===== src/rtl/sprite_mapper.sv =====
// sprite_mapper -- positioned, integer-scaled, optionally mirrored, animated
// sprite composited over a background colour on the VGA pixel path.
//
// Ports:
//   vga_clk, reset_n        pixel clock; asynchronous active-low reset
//   DrawX, DrawY, blank     current pixel coordinate and visible flag (cycle N)
//   pos_x, pos_y            sprite top-left corner on screen
//   scale                   magnification 2^scale
//   flip_x                  horizontal mirror
//   anim_en, frame_sel      internal frame sequencing / static frame select
//   bg_rgb                  background colour, aligned with DrawX
//   rom_addr, rom_q         external synchronous sprite ROM (1-cycle read)
//   pal_idx, pal_rgb        external combinational palette
//   red, green, blue, hit   registered pixel colour and opaque-texel flag (N+2)
//   cur_frame               frame currently displayed
module sprite_mapper #(
    parameter int SPRITE_W   = 16,
    parameter int SPRITE_H   = 16,
    parameter int FRAMES     = 4,
    parameter int IDX_BITS   = 3,
    parameter int TRANSP_IDX = 0,
    parameter int ANIM_DIV   = 8,
    parameter int ADDR_W     = $clog2(FRAMES * SPRITE_W * SPRITE_H)
) (
    input  logic                vga_clk,
    input  logic                reset_n,
    input  logic [9:0]          DrawX,
    input  logic [9:0]          DrawY,
    input  logic                blank,
    input  logic [9:0]          pos_x,
    input  logic [9:0]          pos_y,
    input  logic [1:0]          scale,
    input  logic                flip_x,
    input  logic                anim_en,
    input  logic [3:0]          frame_sel,
    input  logic [11:0]         bg_rgb,
    output logic [ADDR_W-1:0]   rom_addr,
    input  logic [IDX_BITS-1:0] rom_q,
    output logic [IDX_BITS-1:0] pal_idx,
    input  logic [11:0]         pal_rgb,
    output logic [3:0]          red,
    output logic [3:0]          green,
    output logic [3:0]          blue,
    output logic                hit,
    output logic [3:0]          cur_frame
);

    localparam int LX_W = $clog2(SPRITE_W);
    localparam int LY_W = $clog2(SPRITE_H);

    // ---------------- frame sequencing ----------------
    logic [9:0]  prev_x_q, prev_y_q;
    logic        frame_start;
    logic [7:0]  div_q, div_d;
    logic [3:0]  seq_q, seq_d;
    logic [3:0]  disp_q, disp_d;
    logic [3:0]  sel_clamped;
    logic [3:0]  frame_use;

    assign frame_start = (DrawX == '0) && (DrawY == '0) &&
                         !((prev_x_q == '0) && (prev_y_q == '0));

    always_comb begin
        div_d  = div_q;
        seq_d  = seq_q;
        disp_d = disp_q;
        // 5-bit compare so FRAMES=16 does not collapse to a zero bound
        sel_clamped = ({1'b0, frame_sel} >= 5'(FRAMES)) ? 4'(FRAMES - 1) : frame_sel;
        if (frame_start) begin
            if (anim_en) begin
                if (div_q == 8'(ANIM_DIV - 1)) begin
                    div_d = '0;
                    seq_d = (seq_q == 4'(FRAMES - 1)) ? '0 : seq_q + 4'd1;
                end else begin
                    div_d = div_q + 8'd1;
                end
                disp_d = seq_d;
            end else begin
                disp_d = sel_clamped;
            end
        end
        // The pixel at (0,0) already uses the new frame, so a whole video
        // frame is drawn from a single frame source.
        frame_use = disp_d;
    end

    always_ff @(posedge vga_clk or negedge reset_n) begin
        if (!reset_n) begin
            prev_x_q <= '1;
            prev_y_q <= '1;
            div_q    <= '0;
            seq_q    <= '0;
            disp_q   <= '0;
        end else begin
            prev_x_q <= DrawX;
            prev_y_q <= DrawY;
            div_q    <= div_d;
            seq_q    <= seq_d;
            disp_q   <= disp_d;
        end
    end

    assign cur_frame = disp_q;

    // ---------------- stage 0: box test and ROM address ----------------
    logic [10:0]     dx, dy, dx_sh, dy_sh;
    logic            in_box;
    logic [LX_W-1:0] lx;
    logic [LY_W-1:0] ly;

    always_comb begin
        dx    = {1'b0, DrawX} - {1'b0, pos_x};
        dy    = {1'b0, DrawY} - {1'b0, pos_y};
        dx_sh = dx >> scale;
        dy_sh = dy >> scale;
        // (d >> scale) < W is the same test as d < (W << scale); a coordinate
        // left of/above the sprite borrows into bit 10 and fails it too.
        in_box = (DrawX >= pos_x) && (DrawY >= pos_y) &&
                 (dx_sh < 11'(SPRITE_W)) && (dy_sh < 11'(SPRITE_H));
        lx = dx_sh[LX_W-1:0];
        ly = dy_sh[LY_W-1:0];
        if (flip_x) begin
            lx = LX_W'(SPRITE_W - 1) - dx_sh[LX_W-1:0];
        end
        rom_addr = ADDR_W'(32'(frame_use) * 32'(SPRITE_W * SPRITE_H)) + ADDR_W'({ly, lx});
    end

    // ---------------- stage 1: align with ROM data ----------------
    logic        in_box_q;
    logic        blank_q;
    logic [11:0] bg_q;
    logic        opaque;

    assign pal_idx = rom_q;
    assign opaque  = in_box_q && (rom_q != IDX_BITS'(TRANSP_IDX));

    // ---------------- output register ----------------
    logic [11:0] rgb_q, rgb_d;
    logic        hit_q, hit_d;

    always_comb begin
        rgb_d = '0;
        hit_d = 1'b0;
        if (blank_q) begin
            if (opaque) begin
                rgb_d = pal_rgb;
                hit_d = 1'b1;
            end else begin
                rgb_d = bg_q;
            end
        end
    end

    always_ff @(posedge vga_clk or negedge reset_n) begin
        if (!reset_n) begin
            in_box_q <= 1'b0;
            blank_q  <= 1'b0;
            bg_q     <= '0;
            rgb_q    <= '0;
            hit_q    <= 1'b0;
        end else begin
            in_box_q <= in_box;
            blank_q  <= blank;
            bg_q     <= bg_rgb;
            rgb_q    <= rgb_d;
            hit_q    <= hit_d;
        end
    end

    assign red   = rgb_q[11:8];
    assign green = rgb_q[7:4];
    assign blue  = rgb_q[3:0];
    assign hit   = hit_q;

endmodule


===== config.mk =====
export PLATFORM = sky130hd
export DESIGN_NAME = sprite_mapper
export DESIGN_NICKNAME = d
export VERILOG_FILES = /design/src/rtl/sprite_mapper.sv
export SDC_FILE = /design/constraint.sdc
export NUM_CORES = 1
export LEC_CHECK = 0
export CAP_MARGIN = 20
export CORE_ASPECT_RATIO = 1.75
export CORE_MARGIN = 2
export CORE_UTILIZATION = 50
export DETAILED_ROUTE_END_ITERATION = 8
export GPL_TIMING_DRIVEN = 0
export PLACE_DENSITY = 0.84
export REMOVE_ABC_BUFFERS = 1
export SETUP_SLACK_MARGIN = 0.4
export SYNTH_ARGS = -nofsm -noshare
export SYNTH_HDL_FRONTEND = slang
export SYNTH_SLANG_ARGS = --single-unit

===== constraint.sdc =====
create_clock -name vga_clk -period 3.5 [get_ports vga_clk]
set_input_delay 0.525 -clock vga_clk [delete_from_list [all_inputs] [get_ports vga_clk]]
set_output_delay 0.525 -clock vga_clk [all_outputs]
set_load 0.1 [all_outputs]

; ---- After elaboration in Yosys (flattened, before gate mapping)
; Cells that the tools add are included.
[op_classes]
reduce_logical = 14
mux = 11
addsub = 6
shifts = 2
n_eq_ne = 2
order_cmp = 5
[ops]
columns = op, n
row1 = 10-bit zero test, 4
row2 = 12-bit 2-to-1 mux, 2
row3 = "11-bit by 5-bit < comparator with 1-bit output, second input constant", 2
row4 = 11-bit by 2-bit right shift with 11-bit output, 2
row5 = 10-bit by 10-bit subtractor with 11-bit output, 2
row6 = 10-bit >= comparator, 2
row7 = 4-bit 2-to-1 mux, 5
row8 = 10-bit by 8-bit adder with 10-bit output, 1
row9 = "8-bit by 1-bit adder with 8-bit output, second input constant", 1
row10 = "8-bit by 3-bit == test with 1-bit output, second input constant", 1
row11 = 8-bit 2-to-1 mux, 1
row12 = 1-bit logical AND, 7
row13 = "4-bit by 1-bit adder with 4-bit output, second input constant", 1
row14 = "4-bit by 2-bit == test with 1-bit output, second input constant", 1
row15 = "4-bit by 3-bit >= comparator with 1-bit output, second input constant", 1
row16 = "4-bit subtractor, first input constant", 1
row17 = 3-bit nonzero test, 1
row18 = 1-bit 2-to-1 mux, 2
row19 = 2-bit 2-to-1 mux, 1
row20 = 2-bit AND reduction, 1
row21 = 1-bit zero test, 1
[totals]
wordCells = 51
regBits = 63
out_inout_bits = 30

; ---- Depth between registers and ports, before layout
; Gate-level depths: netlist of run 1.
[depth]
ltp_word = 6
depth_mapped = 11

; ---- Least setup slack after synthesis of run 1
; OpenSTA, ideal clock, no wires.
[synth_timing]
path_type = input to output
start = input pos_x[2]
end = output rom_addr[3]
slack_ns = -0.617
t_arrival_ns = 3.592
path_buffers = 0
stages = 9
required_ns = 2.975
path_cell_list = inv_1 > ha_1 > nor2b_1 > o311ai_1 > a21oi_1 > a211oi_1 > nand2_1 > o2bb2ai_1 > xnor2_1
[synth_via]
elab_chain_len = 5
[synth_rtl]
columns = item, line
row1 = from (decl), 30  ; input logic [9:0] pos_x,
row2 = 10-bit by 10-bit subtractor with 11-bit output (*), 112  ; dx = {1'b0, DrawX} - {1'b0, pos_x};
row3 = 11-bit by 2-bit right shift with 11-bit output (*), 114  ; dx_sh = dx >> scale;
row4 = 4-bit subtractor, 123  ; lx = LX_W'(SPRITE_W - 1) - dx_sh[LX_W-1:0];
row5 = 4-bit 2-to-1 mux (*), 122  ; if (flip_x) begin
row6 = 10-bit by 8-bit adder with 10-bit output (*), 125  ; rom_addr = ADDR_W'(32'(frame_use) * 32'(SPRITE_W * SPRITE_H)) + ADDR_W'({ly, lx});
row7 = to (decl), 37  ; output logic [ADDR_W-1:0] rom_addr,
; Mark *: on every way between the ends. The rest lies on a longest branch, timed or not.

; ---- Worst setup path after layout of run 1
[layout_timing]
start = input DrawY[0]
end = output rom_addr[7]
[layout_via]
elab_chain_len = 3
[layout_rtl]
columns = item, line
row1 = from (decl), 28  ; input logic [9:0] DrawY,
row2 = 10-bit by 10-bit subtractor with 11-bit output, 113  ; dy = {1'b0, DrawY} - {1'b0, pos_y};
row3 = 11-bit by 2-bit right shift with 11-bit output, 115  ; dy_sh = dy >> scale;
row4 = 10-bit by 8-bit adder with 10-bit output, 125
; Every way passes these cells.

==> metrics.log, run 1 <==
[metrics] routed vias: 3,178
[metrics] Power Dens Cells: roughly 440 nW/um^2
[metrics] R2R Setup Slk: between 1 and 1.5 ns
[metrics] Post-DP Area: around 4700 um^2
[metrics] antenna-violating nets left: 0
[metrics] multiplexer fraction of the synthesized cell area: approximately 4.6%
[metrics] Pins Over Slew Limit: 0
[metrics] HP Class: in -> async
[metrics] leakage power: 2.422 nW
[metrics] number of cells in the design after placement: 540
[metrics] clock tree from TritonCTS: built
[metrics] synthesized-area fraction occupied by ao, oa, aoi and oai cells: roughly 14%
[metrics] final design instance area without fill: 5430 um^2
[metrics] number of buffers added by the clock tree synthesis step: 9
[metrics] post-synthesis share of cell area spent on xor and xnor gates: 4.660%
[metrics] Area growth, synth to finish: 52.07%
[metrics] most area-consuming cells after synthesis: dfrtp_1 30%, dfstp_2 15%, ha_1 7.7%, nand2_1 5.2%, inv_1 3.2%
[metrics] met2 demand-to-capacity share in global routing: about half
[metrics] met1 track utilization from global routing: roughly a quarter
[metrics] maximum clock insertion buffer count: 2
[metrics] area enclosed by the die boundary: 7861 um^2
[metrics] post-synthesis cell area: 3571 um^2
[metrics] crit-path max FO: 3
[metrics] type of origin of the critical path: input port
[metrics] largest vdd supply drop: about 0.3 mV
[metrics] clock net sink count: 63
[metrics] warnings from Yosys: 0
[metrics] crit share post-route: about nine tenths
[metrics] count of buffers from port buffering: around 110
[metrics] outcome: completed
[metrics] Top-Level Pins: between 100 and 150
[metrics] ranking of synthesized cells by instance count: 49 x nand2_1, 43 x dfrtp_1, 30 x inv_1, 22 x ha_1, 20 x dfstp_2
[metrics] worst hold margin: 0.1579 ns
[metrics] CTS H-tree lvls: 3
[metrics] standard-cell row count: 40
[metrics] transition time at the pin with the least slew margin: roughly 1.0 ns
[metrics] final core utilization: around 79%
[metrics] Main synth FF type: dfrtp_1
[metrics] critical path data arrival time: between 2 and 3 ns
[metrics] Final Power: 2.372 mW
[metrics] Syn Inst Count: 359
[metrics] post-synthesis area per instance: 9.947 um^2
[metrics] Root Driver: clkbuf_16
[metrics] global-route usage over all layers: between 20% and 30%
[metrics] cells on worst reg2reg path: 7
[metrics] number of detailed-routing iterations run before antenna repair: 4
[metrics] launching point of the worst reg2reg path: prev_y_q[3]
[metrics] Post-layout nets: around 590
[metrics] area of the placeable core: 6907 um^2
[metrics] worst setup skew after layout: 0.006135 ns
[metrics] via count of the first global-routing pass: between 3,000 and 4,000
[metrics] layout cells sized above 1: 27.81%
[metrics] vias per cell: about 5.5
[metrics] part of the Yosys area used for sequential elements: between 40% and 50%
[metrics] Die Wd: a little under 70 um
[metrics] first-pass GRT wire length: between 15,000 and 20,000 um
[metrics] fraction of the mapped netlist area in adder cells: under 10%
[metrics] Max Clk Rate: approximately 0.32 GHz
[metrics] CP Data Required Time: roughly 3.0 ns
[metrics] simple-gate portion of the synthesized area: a little under a fifth
[metrics] starting density of the core: 51.70%
[metrics] combined area of the multi-input logic cells: 2110 um^2
[metrics] number of fill cells: 451
[metrics] GRT Max-Usage Layer: met2
[metrics] largest family of logic cells by synthesized area: simple AND/OR/NAND/NOR gates
[metrics] Synth cell types: between 50 and 60
[metrics] total wirelength of the detailed-routed design: 9976 um
[metrics] number of diodes: 0
[metrics] DIE HEIGHT: approximately 120 um
[metrics] residual overflow from global routing: 0
[metrics] number of max-cap violations: 0
[metrics] proportion of register bits with asynchronous set or reset after synthesis: 100.0%
[metrics] Slew HR: 32.93%
[metrics] flip-flop and latch area: around 1600 um^2
[metrics] number of synthesized flops with an enable pin: 0
[metrics] final estimated routing congestion in global placement: 0.9025
[metrics] cell type contributing the most total cell area after synthesis: dfrtp_1
[metrics] DR WL/cell: 17.41 um
[metrics] crit path capture type: output pin
[metrics] met3 demand-to-capacity share in global routing: roughly 4.9%
[metrics] maximum number of pins on one net before global-route repair: 44
[metrics] clock latency on the worst-skew pair: approximately 0.32 ns
[metrics] sum of net half-perimeters after detailed placement: around 7000 um
[metrics] Reg2Reg Capture Point: seq_q[1]
[metrics] most frequent cell after synthesis: nand2_1
[metrics] Final Hold Vio Count: 0
[metrics] Reg clk slew, reported paths: 0.05 ns
[metrics] number of failing setup endpoints in the final timing report: 0
[metrics] initial antenna violation count: 0
[metrics] share of the synthesized area in the top cell type: a little under a third
[metrics] Iteration-0 DRC Markers: 185
[metrics] number of non-filler instances in the completed layout: 573
[metrics] WS Path Type: in -> out
[metrics] Min Clock Period, post-route: 3.086 ns
[metrics] post-route DRC violation count: 0
[metrics] setup repair after global routing missed its margin: yes
[metrics] synthesized flop and latch total: 63
## worst max-delay path: stages
cell and delay (ns):
buf_8 0.10, inv_4 0.05, ha_4 0.14, inv_4 0.04
fa_2 0.36, a211oi_4 0.26, buf_4 0.15, nor2_2 0.04
xor2_2 0.16, mux2_4 0.27, nor2_1 0.16, a31oi_2 0.07
buf_6 0.23
## how the worst max path moves through the flow
stage / from / endpoint / cells past startpoint
2_1_floorplan: pos_x[2] / rom_addr[3] / 9
3_3_place_gp: DrawX[2] / rom_addr[3] / 10
3_5_place_dp: DrawX[0] / rom_addr[3] / 12
4_1_cts: DrawX[1] / rom_addr[3] / 11
5_1_grt: DrawY[0] / rom_addr[7] / 12
6_report: DrawY[0] / rom_addr[7] / 13
## layer usage
metal | up-vias | share of wire, %
met4 | 0 | 5.2
li1 | 1508 | -
met3 | 36 | 4.0
met2 | 111 | 58
met1 | 1523 | 33
met5 | - | 0
## cell type report
class	count	area share, %
clock buffers	15	4.931
clock inverters	1	0.09217
inverters	30	2.212
multi-input cells	255	38.85
flip-flops and latches	63	29.49
well taps	84	1.935
repair buffers	125	22.49
## per-stage QoR
| stage | setup TNS (ns) | setup WS [ns] |
|---|---|---|
| final | 0 | 0.4140 |
| after global routing | 0 | 0.3143 |
| after CTS | 0 | 0.3104 |
| after detailed placement | -7.803 | -1.159 |
| after global placement | -7.462 | -1.155 |
| after floorplan | -4.390 | -0.6056 |
## power breakdown
part	switching [mW]	leakage, nW	internal, mW
logic	0.476	1.52	0.318
clock network	0.286	0.134	0.516
registers	0.00977	0.768	0.765
## cell families after synthesis
| logic type | after synthesis |
|---|---|
| AOI/OAI and AO/OA | 76 |
| muxes | 13 |
| DFF | 63 |
| buffers and inverters | 41 |
| and+or+nand+nor | 123 |
| xor gates and xnor gates | 19 |
| adders and majority gates | 24 |
## timing repair
action | 4_1_cts | 5_1_grt
resized for setup | 140 | 55
buffers inserted | 9 | 8
hold buffers | 0 | 0
endpoints found under the setup margin | 10 | 9
pin swaps | 23 | 27
## cells in the final DEF (no fill, tap or decap), types with 3 or more instances in the layout
cell type / netlist / final
nand2b_1: 4 / 4
mux2_2: 7 / 5
dfstp_2: 20 / 20
a31oi_1: 5 / 4
nor2b_1: 6 / 5
clkbuf_2: 0 / 4
a21boi_0: 12 / 12
a21o_1: 5 / 5
buf_6: 0 / 9
and2_1: 3 / 3
nor3_1: 5 / 4
xor2_2: 0 / 3
buf_2: 2 / 3
nand3_1: 6 / 6
xnor2_1: 7 / 5
o21ai_0: 14 / 8
inv_1: 30 / 21
clkbuf_16: 0 / 9
o31ai_1: 6 / 4
nor2_1: 16 / 15
ha_4: 0 / 10
nand2_1: 49 / 48
buf_4: 3 / 18
nor4_1: 13 / 13
xor2_1: 12 / 9
inv_2: 0 / 6
clkbuf_1: 5 / 4
dlymetal6s2s_1: 0 / 6
mux2i_1: 4 / 4
inv_4: 0 / 3
ha_1: 22 / 12
dlygate4sd2_1: 0 / 5
dfrtp_1: 43 / 43
a21oi_2: 0 / 6
a21oi_1: 14 / 8
clkdlybuf4s50_1: 0 / 76
o21ai_2: 0 / 4
or4_1: 3 / 3
## flip-flops by register name (all words and copies together), names as in the netlist
register and cells:
in_box_q 1, cur_frame 4, prev_y_q 10, hit 1, seq_q 4, blank_q 1, rgb_q 12, div_q 8
bg_q 12, prev_x_q 10
(Power assumes the default switching activity.)
==> inputs of run 2 (changes only) <==
- DONT_BUFFER_PORTS: unset -> 1
- PLACE_DENSITY: 0.84 -> unset
==> metrics.log, run 2 (same netlist as run 1, synthesis figures left out) <==
[metrics] number of diodes: 0 (unchanged)
[metrics] largest vdd supply drop: 0.2701 mV (was 0.2937 mV)
[metrics] most used cells in the layout excluding fill and tap cells: 49 x nand2_1, 43 x dfrtp_1, 29 x inv_1, 21 x ha_1, 20 x dfstp_2 (was 76 x clkdlybuf4s50_1, 48 x nand2_1, 43 x dfrtp_1, 21 x inv_1, 20 x dfstp_2)
[metrics] count of buffers from port buffering: 0 (was 107)
[metrics] Power Dens Cells: 527.2 nW/um^2 (was 436.7 nW/um^2)
[metrics] first-pass GRT wire length: 12,830 um (was 15,110 um)
[metrics] routed vias: 2,682 (was 3,178)
[metrics] CP Data Required Time: 2.97 ns (about the same)
[metrics] Post-layout nets: 472 (was 586)
[metrics] clock latency on the worst-skew pair: 0.32 ns (about the same)
[metrics] clock tree from TritonCTS: built (unchanged)
[metrics] DIE HEIGHT: 115.8 um (unchanged)
[metrics] Reg clk slew, reported paths: 0.05 ns (about the same)
[metrics] DR WL/cell: 17.45 um (was 17.41 um)
[metrics] area of the placeable core: 6907 um^2 (unchanged)
[metrics] switching part of the total: 30.72% (was 32.56%)
[metrics] reported net switching power: 0.6893 mW (was 0.7722 mW)
[metrics] layout cells sized above 1: 22.13% (was 27.81%)
[metrics] Iteration-0 DRC Markers: 107 (was 185)
[metrics] leakage power: 1.907 nW (was 2.422 nW)
[metrics] Top-Level Pins: 108 (unchanged)
[metrics] minimum setup slack after placement: -0.1454 ns (was -1.159 ns)
[metrics] maximum number of pins on one net before global-route repair: 44 (unchanged)
[metrics] maximum clock insertion buffer count: 2 (unchanged)
[metrics] clock net sink count: 63 (unchanged)
[metrics] Final Hold Vio Count: 0 (unchanged)
[metrics] final estimated routing congestion in global placement: 0.8593 (was 0.9025)
[metrics] type of origin of the critical path: input port (unchanged)
[metrics] Max Clk Rate: 0.3240 GHz (about the same)
[metrics] leading cell type in the layout, fill and taps excluded: nand2_1 (was clkdlybuf4s50_1)
[metrics] critical path data arrival time: 2.56 ns (about the same)
[metrics] slowest stage cell on the critical path: xor2_4 (was fa_2)
[metrics] global-route usage over all layers: 22.13% (was 26.31%)
[metrics] Slew HR: 27.67% (was 32.93%)
[metrics] via count of the first global-routing pass: 2,770 (was 3,309)
[metrics] WS Path Type: in -> out (unchanged)
[metrics] Area growth, synth to finish: 19.17% (was 52.07%)
[metrics] Final Power: 2.243 mW (was 2.372 mW)
[metrics] HP Class: in -> async (unchanged)
[metrics] Final WS setup: 0.4131 ns (was 0.4140 ns)
[metrics] antenna-violating nets left: 0 (unchanged)
[metrics] post-route DRC violation count: 0 (unchanged)
[metrics] crit share post-route: 88.20% (was 88.17%)
[metrics] Die Wd: 67.89 um (unchanged)
[metrics] CTS H-tree lvls: 3 (unchanged)
[metrics] number of buffers added by the clock tree synthesis step: 9 (unchanged)
[metrics] outcome: completed (unchanged)
[metrics] setup repair after global routing missed its margin: yes (unchanged)
[metrics] number of failing setup endpoints in the final timing report: 0 (unchanged)
[metrics] number of fill cells: 572 (was 451)
[metrics] vias per cell: 5.843 (was 5.546)
[metrics] starting density of the core: 51.70% (unchanged)
[metrics] residual overflow from global routing: 0 (unchanged)
[metrics] largest registers in the final layout: bg_q: 12 flops, rgb_q: 12 flops (unchanged)
[metrics] crit-path max FO: 3 (unchanged)
[metrics] delay contributed by the slowest stage of the critical path: 0.60 ns (was 0.36 ns)
[metrics] sequential power share: 36.9% (was 32.7%)
[metrics] total wirelength of the detailed-routed design: 8009 um (was 9976 um)
[metrics] crit-path cells: inv_2 > ha_4 > fa_2 > nor2b_4 > o31ai_4 > xnor2_1 > and2_1 > a211oi_2 > a21oi_2 > xor2_4 (was buf_8 > inv_4 > ha_4 > inv_4 > fa_2 > a211oi_4 > buf_4 > nor2_2 > xor2_2 > mux2_4 > nor2_1 > a31oi_2 > buf_6)
[metrics] Gate power share: 22.5% (was 33.5%)
[metrics] number of detailed-routing iterations run before antenna repair: 4 (unchanged)
[metrics] area enclosed by the die boundary: 7861 um^2 (unchanged)
[metrics] number of cells in the design after placement: 438 (was 540)
[metrics] initial antenna violation count: 0 (unchanged)
[metrics] number of non-filler instances in the completed layout: 459 (was 573)
[metrics] Root Driver: clkbuf_16 (unchanged)
[metrics] cell internal pwr: 1.554 mW (was 1.599 mW)
[metrics] worst setup skew after layout: 0.005248 ns (was 0.006135 ns)
[metrics] sum of net half-perimeters after detailed placement: 6076 um (was 7027 um)
[metrics] Min Clock Period, post-route: 3.087 ns (was 3.086 ns)
[metrics] total negative slack: 0 ns (unchanged)
[metrics] clock power share: 40.6% (was 33.8%)
[metrics] number of max-cap violations: 0 (unchanged)
[metrics] final core utilization: 61.61% (was 78.62%)
[metrics] transition time at the pin with the least slew margin: 1.085 ns (was 1.003 ns)
[metrics] Pins Over Slew Limit: 0 (unchanged)
[metrics] crit path capture type: output pin (unchanged)
[metrics] standard-cell row count: 40 (unchanged)
run 2: cell count changes in the layout (fill, tap and decap cells not counted), sizes merged:
cell,delta
dlymetal6s2s,-6
clkdlybuf4s50,-76
buf,-23
bufinv,+2
dlygate4sd2,-5
clkinv,+1
clkbuf,-7
run 2: power by group through the flow:
stage	combinational, mW	sequential, mW	clock [mW]
6_report	0.504	0.828	0.911
5_1_grt	0.540	0.831	0.960
4_1_cts	0.488	0.828	0.927
2_1_floorplan	0.361	0.836	0
3_3_place_gp	0.403	0.839	0
3_5_place_dp	0.443	0.840	0
run 2: worst max-delay path: cells and delay by family:
kind                       cells  cell delay, ns
xor gates and xnor gates       2            0.78
adders and majority gates      2            0.52
and+or+nand+nor                2            0.36
AOI/OAI and AO/OA              3            0.36
buffers and inverters          1            0.02
run 2: path summary, 6_finish.rpt:
path | slack, ns | start | endpoint | cells after the start
min reg2reg | 0.51 | bg_q[1] | rgb_q[1] | 2
max reg2reg | 1.19 | div_q[4] | cur_frame[0] | 5
max | 0.41 | DrawX[0] | rom_addr[2] | 10
min in group vga_clk | 0.20 | DrawX[0] | prev_x_q[0] | 0
max in group asynchronous | 3.24 | reset_n | div_q[6] | 1
min | 0.05 | reset_n | prev_x_q[1] | 0
run 2: per-stage QoR:
step	instance area, um^2	hold WS [ns]
final	4255	0.04726
after detailed placement	3764	0.2307
after floorplan	3516	0.2294
after global placement	3621	0.2306
after CTS	4197	0.03402
after global routing	4255	0.02955
run 2: area by class of cell:
class,count,area [um^2],share of cell area (%)
clock buffers,12,236.5,5.557
multi-input cells,255,1999,46.99
flip-flops and latches,63,1602,37.64
repair buffers,11,130.1,3.058
well taps,84,105.1,2.470
clock inverters,4,70.07,1.647
inverters,30,112.6,2.646
run 2: what timing repair did:
action                                  4_1_cts  5_1_grt
pin swaps                                     9       10
hold endpoints to repair                     43        0
resized for setup                            17        9
hold buffers                                  1        0
gates cloned                                  0        0
setup buffers                                 3        1
endpoints found under the setup margin        5        7
run 2: routing by layer:
layer  up-vias  global-route usage, %  part of all wire [%]
li1       1289                      -                     -
met1      1292                  21.78                    33
met2        94                  42.22                    59
met3         7                  5.049                   6.2
met4         0                  9.600                   1.2
met5         -                      0                     0
==> inputs of run 3 (changes only) <==
- CTS_CLUSTER_SIZE: unset -> 14
==> results of run 3 <==
Same layout as run 2: the final DEF is identical, and so are final timing and power.
